==> src/rtl/minbd_pkg.sv <==
// Shared flit-field layout, direction encodings and helpers for the
// minimally-buffered deflection router ejection stage.
package minbd_pkg;

  localparam int DIR_W    = 3;
  localparam int ADDR_LSB = 0;

  localparam logic [DIR_W-1:0] DIR_EAST    = 3'b000;
  localparam logic [DIR_W-1:0] DIR_WEST    = 3'b001;
  localparam logic [DIR_W-1:0] DIR_NORTH   = 3'b010;
  localparam logic [DIR_W-1:0] DIR_SOUTH   = 3'b011;
  localparam logic [DIR_W-1:0] DIR_DEFLECT = 3'b100;

  // Flit layout is {gs, dir, addr}; offsets depend on the address width.
  function automatic int dir_lsb(input int addr_w);
    return addr_w;
  endfunction

  function automatic int gs_lsb(input int addr_w);
    return addr_w + DIR_W;
  endfunction

  function automatic logic [15:0] sat_add16(input logic [15:0] a, input int b);
    int s;
    s = int'(a) + b;
    return (s > 65535) ? 16'hFFFF : 16'(s);
  endfunction

endpackage

==> src/rtl/eject_fifo.sv <==
// Ejection buffer: up to NW writes per cycle (in order), one read per cycle.
// Head data reads as zero while empty.
module eject_fifo #(
  parameter  int W     = 11,
  parameter  int DEPTH = 4,
  parameter  int NW    = 1,
  localparam int AW    = (DEPTH > 1) ? $clog2(DEPTH) : 1,
  localparam int CW    = $clog2(DEPTH + 1),
  localparam int GW    = $clog2(NW + 1)
) (
  input  logic                 clk,
  input  logic                 rst,
  input  logic [GW-1:0]        wr_cnt,
  input  logic [NW-1:0][W-1:0] wr_data,
  input  logic                 rd,
  output logic [W-1:0]         rd_data,
  output logic                 valid,
  output logic [CW-1:0]        count
);

  logic [W-1:0]  mem [DEPTH];
  logic [AW-1:0] wptr;
  logic [AW-1:0] rptr;

  // Storage is not reset; emptiness is tracked purely by count.
  always_ff @(posedge clk) begin
    for (int i = 0; i < NW; i++) begin
      if (i < int'(wr_cnt)) mem[wptr + AW'(i)] <= wr_data[i];
    end
  end

  always_ff @(posedge clk) begin
    if (rst) begin
      wptr  <= '0;
      rptr  <= '0;
      count <= '0;
    end else begin
      wptr  <= wptr + AW'(wr_cnt);
      rptr  <= rptr + AW'(rd);
      count <= count + CW'(wr_cnt) - CW'(rd);
    end
  end

  assign valid   = (count != '0);
  assign rd_data = valid ? mem[rptr] : '0;

endmodule

==> src/rtl/ejector_rr.sv <==
// Ejection stage: routes each incoming flit, ejects local-destined flits in
// round-robin order into a local buffer, and deflects the ones that do not fit.
module ejector_rr
  import minbd_pkg::*;
#(
  parameter  int NUM_PORTS  = 4,
  parameter  int ADDR_W     = 6,
  parameter  int GS_W       = 2,
  parameter  int MY_ROW     = 4,
  parameter  int MY_COL     = 4,
  parameter  int EJECT_MAX  = 1,
  parameter  int FIFO_DEPTH = 4,
  localparam int FLIT_W     = GS_W + DIR_W + ADDR_W
) (
  input  logic                        clk,
  input  logic                        rst,
  input  logic [NUM_PORTS*FLIT_W-1:0] in_flit,
  input  logic [NUM_PORTS-1:0]        in_valid,
  output logic [NUM_PORTS*FLIT_W-1:0] out_flit,
  output logic [NUM_PORTS-1:0]        out_valid,
  output logic [FLIT_W-1:0]           local_flit,
  output logic                        local_valid,
  input  logic                        local_ready,
  output logic [15:0]                 eject_cnt,
  output logic [15:0]                 deflect_cnt
);

  localparam int HALF   = ADDR_W / 2;
  localparam int PW     = (NUM_PORTS > 1) ? $clog2(NUM_PORTS) : 1;
  localparam int CW     = $clog2(FIFO_DEPTH + 1);
  localparam int GW     = $clog2(EJECT_MAX + 1);
  localparam int DW     = $clog2(NUM_PORTS + 1);
  localparam int GS_LSB = gs_lsb(ADDR_W);
  localparam logic [HALF-1:0] ROW_ID = HALF'(MY_ROW);
  localparam logic [HALF-1:0] COL_ID = HALF'(MY_COL);

  wire  [NUM_PORTS-1:0][FLIT_W-1:0] port_flit;
  wire  [NUM_PORTS-1:0]             is_local;
  wire  [NUM_PORTS-1:0][DIR_W-1:0]  route_dir;
  wire  [NUM_PORTS-1:0][FLIT_W-1:0] next_flit;
  wire  [NUM_PORTS-1:0]             next_valid;

  logic [NUM_PORTS-1:0]             grant;
  logic [EJECT_MAX-1:0][FLIT_W-1:0] wr_data;
  logic [GW-1:0]                    wr_cnt;
  logic [DW-1:0]                    defl_n;
  logic [PW-1:0]                    rr_ptr;
  logic [PW-1:0]                    rr_next;
  logic [CW-1:0]                    fifo_count;

  assign port_flit = in_flit;

  for (genvar p = 0; p < NUM_PORTS; p++) begin : g_port
    wire [FLIT_W-1:0] f   = port_flit[p];
    wire [HALF-1:0]   row = f[ADDR_W-1:HALF];
    wire [HALF-1:0]   col = f[HALF-1:0];

    // X routing first, then Y; an exact match is the local node.
    assign route_dir[p] = (col > COL_ID) ? DIR_EAST  :
                          (col < COL_ID) ? DIR_WEST  :
                          (row > ROW_ID) ? DIR_NORTH :
                          (row < ROW_ID) ? DIR_SOUTH : DIR_DEFLECT;
    assign is_local[p]   = in_valid[p] && (col == COL_ID) && (row == ROW_ID);
    assign next_valid[p] = in_valid[p] && !grant[p];
    assign next_flit[p]  = next_valid[p] ?
                           {f[FLIT_W-1:GS_LSB], route_dir[p], f[ADDR_W-1:0]} : '0;
  end

  // Budget uses the count at cycle start; a same-cycle read frees nothing.
  always_comb begin
    int budget;
    int n;
    int idx;
    grant   = '0;
    wr_data = '0;
    wr_cnt  = '0;
    defl_n  = '0;
    rr_next = rr_ptr;
    budget  = FIFO_DEPTH - int'(fifo_count);
    if (budget > EJECT_MAX) budget = EJECT_MAX;
    n = 0;
    for (int k = 0; k < NUM_PORTS; k++) begin
      idx = int'(rr_ptr) + k;
      if (idx >= NUM_PORTS) idx = idx - NUM_PORTS;
      for (int q = 0; q < NUM_PORTS; q++) begin
        if (q == idx && is_local[q] && n < budget) begin
          grant[q] = 1'b1;
          for (int j = 0; j < EJECT_MAX; j++) begin
            if (j == n) wr_data[j] = port_flit[q];
          end
          rr_next = PW'((q + 1) % NUM_PORTS);
          n = n + 1;
        end
      end
    end
    wr_cnt = GW'(n);
    for (int q = 0; q < NUM_PORTS; q++) begin
      if (is_local[q] && !grant[q]) defl_n = defl_n + DW'(1);
    end
  end

  always_ff @(posedge clk) begin
    if (rst) begin
      out_flit    <= '0;
      out_valid   <= '0;
      rr_ptr      <= '0;
      eject_cnt   <= '0;
      deflect_cnt <= '0;
    end else begin
      out_flit    <= next_flit;
      out_valid   <= next_valid;
      rr_ptr      <= rr_next;
      eject_cnt   <= sat_add16(eject_cnt, int'(wr_cnt));
      deflect_cnt <= sat_add16(deflect_cnt, int'(defl_n));
    end
  end

  eject_fifo #(
    .W     (FLIT_W),
    .DEPTH (FIFO_DEPTH),
    .NW    (EJECT_MAX)
  ) u_eject_fifo (
    .clk     (clk),
    .rst     (rst),
    .wr_cnt  (wr_cnt),
    .wr_data (wr_data),
    .rd      (local_valid && local_ready),
    .rd_data (local_flit),
    .valid   (local_valid),
    .count   (fifo_count)
  );

endmodule

==> config.mk <==
export PLATFORM = sky130hd
export DESIGN_NAME = ejector_rr
export DESIGN_NICKNAME = d
export VERILOG_FILES = /design/src/rtl/minbd_pkg.sv /design/src/rtl/eject_fifo.sv /design/src/rtl/ejector_rr.sv
export SDC_FILE = /design/constraint.sdc
export NUM_CORES = 1
export LEC_CHECK = 0
export CORE_ASPECT_RATIO = 1.4
export CORE_MARGIN = 2
export CORE_UTILIZATION = 55
export CTS_CLUSTER_SIZE = 16
export DETAILED_ROUTE_END_ITERATION = 12
export PLACE_DENSITY = 0.76
export RECOVER_POWER = 100
export SYNTH_ARGS = -nofsm -noshare
export SYNTH_HDL_FRONTEND = slang
export SYNTH_HIERARCHICAL = 1
export SYNTH_SLANG_ARGS = --single-unit
==> constraint.sdc <==
create_clock -name clk -period 52.8 [get_ports clk]
set_clock_uncertainty 0.1 [all_clocks]
set_input_delay 10.56 -clock clk [delete_from_list [all_inputs] [get_ports clk]]
set_output_delay 10.56 -clock clk [all_outputs]
set_load 0.05 [all_outputs]
* After elaboration in Yosys (flattened, before gate mapping) *
Memory sizes are Yosys's and may differ from the RTL's. A register that Yosys moved wholly into a read port is not among the register bits.
Cells that the tools add are included.

word-level totals
  register bits after elaboration = 89
  RAM bits = 44
  bits of input ports = 51
  output and inout port bits = 92
  memories = 1

operators by class
  add/sub/neg operators = 32
  order comparisons = 40
  equal/unequal tests = 20
  multiplexer cells = 105
  bitwise gates (word level) = 4
  reduce and logical (&&, ||, !) cells = 91

memory list
  name              depth  width  rd ports  clocked after Yosys merged registers in  wr ports  RTL line          text
  u_eject_fifo.mem  4      11     1         1                                        1         eject_fifo.sv:21  logic [W-1:0] mem [DEPTH];

operator list
  cell                                                                           number
  32-bit zero test                                                               19
  32-bit two-way mux                                                             19
  32-bit less-than comparator                                                    15
  32-bit by 2-bit adder with 32-bit output (second input constant)               14
  11-bit two-way mux                                                             32
  3-bit by 32-bit equality test with 1-bit output (first input constant)         8
  2-bit by 32-bit equality test with 1-bit output (first input constant)         4
  1-bit logical AND                                                              49
  2-bit two-way mux                                                              20
  17-bit by 16-bit > comparator with 1-bit output (second input constant)        2
  1-bit by 32-bit less-than comparator with 1-bit output (first input constant)  1
  16-bit two-way mux                                                             2
  1-bit two-way mux                                                              25
  3-bit equality test (second input constant)                                    8
  3-bit > comparator (second input constant)                                     8
  3-bit less-than comparator (second input constant)                             8
  3-bit two-way mux                                                              7
  5-bit OR reduction                                                             4
  16-bit by 1-bit adder with 17-bit output                                       1
  16-bit by 3-bit adder with 17-bit output                                       1
  4-bit OR reduction                                                             4
  15-bit nonzero test                                                            1
  3-bit OR reduction                                                             4
  3-bit by 3-bit subtractor with 4-bit output (second input constant)            3
  17 further kinds                                                               33

* Longest topological paths before layout *
  depth after elaboration = 57
  mapped depth = 122

* Hierarchy *
The synthesis kept the hierarchy.

by module, submodules not included
  module      instances  cells each  area each (um^2)
  ejector_rr  1          1017        8485.6
  eject_fifo  1          101         2000.7

* Worst setup path before layout *
No wires, ideal clock.

  kind = input port to flip-flop
  start point = input port in_flit[5]
  end point = register deflect_cnt[2]
  arrival = 32.763 ns
  required time = 52.630 ns
  path slack = 19.867 ns
  stages = 115
  path buffers = 4
  path through = nor3b_1 and4_1 clkbuf_1 a21oi_1 nor2_1 nor4_1 inv_1 ha_1 o21a_4 nor4_1 ha_1 or4_1 clkbuf_1 a21oi_1 nand2_1 inv_1 ha_1 a211oi_1 [... 79 more ...] a21o_1 a21oi_1 nor2b_1 o21ai_0 o211ai_1 a31oi_2 nor3_1 xor2_1 ha_1 inv_1 fa_1 nor2b_1 o21a_1 nand4_1 nor2_1 nand4_1 clkbuf_1 a21oi_1

between the ends
  word-level cells in the longest chain between the ends = 56
  elaborated cells on any way between the ends = 100

ends and longest elaborated chain
  item                                             RTL line           text
  from (decl)                                      ejector_rr.sv:17   input logic [NUM_PORTS*FLIT_W-1:0] in_flit,
  3-bit equality test (*)                          ejector_rr.sv:63   assign is_local[p] = in_valid[p] && (col == COL_ID) && (row == ROW_ID);
  1-bit logical AND (*)                            ejector_rr.sv:63
  1-bit logical AND (2 in series)                  ejector_rr.sv:86   if (q == idx && is_local[q] && n < budget) begin
  1-bit two-way mux                                ejector_rr.sv:86
  32-bit less-than comparator                      ejector_rr.sv:86
  1-bit logical AND                                ejector_rr.sv:86
  32-bit two-way mux                               ejector_rr.sv:86
  32-bit less-than comparator                      ejector_rr.sv:86
  [... 39 more ...]                                --
  1-bit logical AND                                ejector_rr.sv:86
  1-bit two-way mux                                ejector_rr.sv:86
  1-bit zero test                                  ejector_rr.sv:98   if (is_local[q] && !grant[q]) defl_n = defl_n + DW'(1);
  1-bit logical AND                                ejector_rr.sv:98
  3-bit two-way mux (*)                            ejector_rr.sv:98
  16-bit by 3-bit adder with 17-bit output (*)     minbd_pkg.sv:25    s = int'(a) + b;
  17-bit by 16-bit > comparator with 1-bit output  minbd_pkg.sv:26    return (s > 65535) ? 16'hFFFF : 16'(s);
  16-bit two-way mux (*)                           minbd_pkg.sv:26
  to (signal assigned)                             ejector_rr.sv:114  deflect_cnt <= sat_add16(deflect_cnt, int'(defl_n));
  to (decl)                                        ejector_rr.sv:25   output logic [15:0] deflect_cnt

Every way passes the cells marked *; elsewhere a longest branch is shown, timed or not.
A chain may end at the register's enable or synchronous reset.

* Final worst setup path *
  start point = input port in_flit[16]
  end point = register deflect_cnt[1]

between the ends
  word-level cells in the longest chain between the ends = 53
  elaborated cells on any way between the ends = 95

ends and longest elaborated chain
  item                                             RTL line
  3-bit equality test (*)                          ejector_rr.sv:63
  1-bit logical AND (*)                            ejector_rr.sv:63
  1-bit logical AND (2 in series)                  ejector_rr.sv:86
  32-bit two-way mux                               ejector_rr.sv:86
  32-bit less-than comparator                      ejector_rr.sv:86
  1-bit logical AND                                ejector_rr.sv:86
  32-bit two-way mux                               ejector_rr.sv:86
  32-bit less-than comparator                      ejector_rr.sv:86
  [... 36 more ...]                                --
  1-bit logical AND                                ejector_rr.sv:86
  1-bit two-way mux                                ejector_rr.sv:86
  1-bit zero test                                  ejector_rr.sv:98
  1-bit logical AND                                ejector_rr.sv:98
  3-bit two-way mux (*)                            ejector_rr.sv:98
  16-bit by 3-bit adder with 17-bit output (*)     minbd_pkg.sv:25
  17-bit by 16-bit > comparator with 1-bit output  minbd_pkg.sv:26
  16-bit two-way mux (*)                           minbd_pkg.sv:26

Marked as above.

==> metrics.txt <==
CTS sink count=133; worst-skew pair later-pin latency=0.41 ns; Synth Area in Simple Gates=20.38%; most frequent CP cell=ha_1; clk slew on worst S/H paths=0.06 ns; Post-Synth Adder-Cell Area=16.85%; Final Cycle Share=69.77%; unrepaired setup endpoints after global routing=no; register area=0.003103 mm²; DR iter-0 viols=614; type of the tightest min-delay check=flip-flop to flip-flop; R2R depth=109; Filler cells=1527; clock network fraction of total power=33.6%; switching fraction of total power=34.84%; largest family of logic cells by synthesized area=simple AND/OR/NAND/NOR gates; Async S/R FF share, synth=0%; Setup Total Neg Slack=0 ns; DIE WIDTH=120.7 µm; fraction of synthesized area in multiplexers=8.042%; synth unique cells=100; failing checks=capacitance limit, slew limit; R2R setup slack=25.76 ns; Worst-Margin Slew=1.624 ns; Final Net Count=1517; Max stage delay on crit path=1.10 ns; minimum clock period=36.84 ns; Num CTS Buffers=17; die area=0.02020 mm²; CTS hold repair buffers=0; part of the power in registers=32.6%; dpl cells=1551; crit-path max FO=13; PnR Total Power=349.3 µW; Mapped Avg Cell Area=9.380 µm²; DRT Pass-1 Iters=8; Synth Flop Type=dfxtp_1; Worst R2R End=deflect_cnt[1]$_SDFF_PP0_; post-cts resize count=0; status=finished, violations left; Leakage=0.005940 µW; first-pass GRT wire length=44.50 mm; GPL Wtd Cong=0.9434; fraction of layout cells with a size suffix above 1=7.842%; Core Rows=59; Worst EP arrival=37.06 ns; Area Growth Syn to Fin=23.15%; average wire per cell in the routed design=17.62 µm; Worst Hold Launch=deflect_cnt[14]$_SDFF_PP0_; sequential-to-total area share from yosys stat=29.59%; commonest cells after routing, fill and taps aside=138 x ha_1, 94 x dlygate4sd3_1, 89 x dfxtp_1, 81 x nand2_1, 72 x conb_1; Internal=227.6 µW; RR Startpoint=u_eject_fifo/count[0]$_SDFF_PP0_; Post-Synth XOR/XNOR Area=3.436%; Mapped Cells=1118; GRT overflow=0; Ant. Diodes=0; Compound-Gate Fraction of Synth Area=17.85%; Seq cells post-synth=133; CP Data Required Time=53.03 ns; Final Setup Violations=0; area of the multi-input gates=0.007191 mm²; Switch Pwr=121.7 µW; Max-cap violations=1; Fin. Hold Viols=0; hold path cells=2; Worst Path Class, Setup=primary input to flip-flop; Area after DPL=0.01239 mm²; DIE HEIGHT=167.4 µm; Initial Util=56.15%; Combinational Power Share=33.7%; Port Buffer Count=142; residual DRC count=0; final wirelength=27.89 mm; initial antenna violation count=1; GRT Util Overall=27.65%; CTS tree=built; Crit. End Element=flip-flop; Clock Path Buffers=2; I/O Pins=143; Root Driver=clkbuf_16; vias in the first global route=8767; number of synthesis warnings=6; Cell Area, Synth=0.01049 mm²; Final Max Slew Viols=13; largest net degree at the start of global routing=53; H-Tree Depth=4; Final HPWL DP=21.62 mm; Post-synth EDFFs=44; pwr dens=27.05 mW/mm²; critical path launch point type=primary input; Worst Hold Path EP=deflect_cnt[14]$_SDFF_PP0_; post-CTS setup buffer count=0; core area=0.01868 mm²; max frequency=0.02715 GHz; post-route ant nets=0; via density per instance=5.831; fin cells=1583; peak supply drop=0.00001909 V; slowest cell on the critical path=nor4_1; commonest non-fill, non-tap cell in the layout=ha_1; Relative slew margins=-9.793%; Vias=9231; Final Cell Area=0.01291 mm²
==> cell type report <==
| type | count | area share (%) |
|---|---|---|
| clock buffer | 19 | 3.517 |
| inverter | 67 | 1.986 |
| sequential | 133 | 24.03 |
| multi-input combinational | 958 | 55.68 |
| clock inverter | 13 | 1.105 |
| timing repair buffer | 149 | 11.32 |
| tap | 244 | 2.364 |
==> synth_stat cells, types with 6 or more instances <==
cell type / number / area (µm²)
a211oi_1: 10 / 75.07
a21o_1: 40 / 300.3
a21oi_1: 69 / 345.3
a31oi_1: 9 / 56.30
and2_1: 61 / 381.6
and3_1: 24 / 150.1
and4_1: 7 / 61.31
clkbuf_1: 20 / 75.07
dfxtp_1: 89 / 1782
edfxtp_1: 44 / 1321
ha_1: 138 / 1727
inv_1: 62 / 232.7
mux2_2: 19 / 214.0
mux2i_1: 28 / 280.3
mux4_2: 10 / 225.2
nand2_1: 81 / 304.0
nand2b_1: 6 / 37.54
nand3_1: 37 / 185.2
nand4_1: 22 / 137.6
nor2_1: 65 / 244.0
nor2b_1: 8 / 50.05
nor3_1: 12 / 60.06
nor3b_1: 10 / 75.07
nor4_1: 10 / 62.56
o211ai_1: 10 / 75.07
o21a_1: 10 / 75.07
o21ai_0: 36 / 180.2
o31ai_1: 7 / 52.55
or3_1: 7 / 43.79
xnor2_1: 16 / 140.1
xor2_1: 17 / 148.9
==> layer usage <==
| metal | GRT usage, % | vias to the layer above | part of all wire [%] |
|---|---|---|---|
| met5 | 0 | - | 0 |
| met1 | 30.96 | 4371 | 39 |
| met4 | 11.83 | 0 | 3.8 |
| met3 | 4.394 | 61 | 4.6 |
| met2 | 51.07 | 280 | 52 |
| li1 | - | 4519 | - |
==> flip-flops by register name, indices dropped and copies added (netlist names) <==
name                cells
out_flit               44
u_eject_fifo/mem       44
deflect_cnt            16
eject_cnt              16
out_valid               4
u_eject_fifo/count      3
rr_ptr                  2
u_eject_fifo/rptr       2
u_eject_fifo/wptr       2
==> critical path, delay by kind of cell <==
| family | cells | cell delay [ns] |
|---|---|---|
| adder cells (fa/ha/maj) | 16 | 4.20 |
| AO/OA/AOI/OAI | 44 | 9.79 |
| AND/OR/NAND/NOR | 35 | 8.99 |
| multiplexers | 2 | 0.81 |
| XOR/XNOR | 4 | 1.57 |
| buffers and inverters | 6 | 1.09 |
==> logic make-up (layout without fill, tap and decap cells) <==
family / count (synthesis) / after routing
simple gates: 389 / 389
compound gates: 257 / 257
fa+ha+maj: 140 / 140
flops: 133 / 133
buf+inv: 98 / 248
mux: 64 / 64
xor+xnor: 36 / 36
other cells: 1 / 72
==> how the worst max path moves through the flow <==
stage	startpoint	endpoint	slack (ns)	cells after the start
4_1_cts	in_flit[16]	deflect_cnt[1]$_SDFF_PP0_	16.86	109
2_1_floorplan	in_flit[5]	deflect_cnt[2]$_SDFF_PP0_	19.87	115
3_5_place_dp	in_flit[16]	deflect_cnt[1]$_SDFF_PP0_	16.63	109
3_3_place_gp	in_flit[16]	deflect_cnt[0]$_SDFF_PP0_	17.34	109
5_1_grt	in_flit[16]	deflect_cnt[1]$_SDFF_PP0_	13.52	108
6_report	in_flit[16]	deflect_cnt[1]$_SDFF_PP0_	15.96	107
==> power by group through the flow <==
stage,logic (µW),clock network [µW],registers (µW)
finish,118,117,114
global route,130,123,115
CTS,120,119,114
detailed placement,119,0,116
global placement,117,0,116
floorplan,83.1,0,118
==> stage by stage <==
step	hold WS, ns	utilization (%)	setup slack [ns]
after floorplan	0.4238	-	19.87
after global placement	0.4044	66.34	17.34
after detailed placement	0.4071	66.34	16.63
after CTS	0.4176	69.53	16.86
after global routing	0.4654	69.14	13.52
final	0.4139	69.14	15.96
Power figures use the tool's default switching activity.
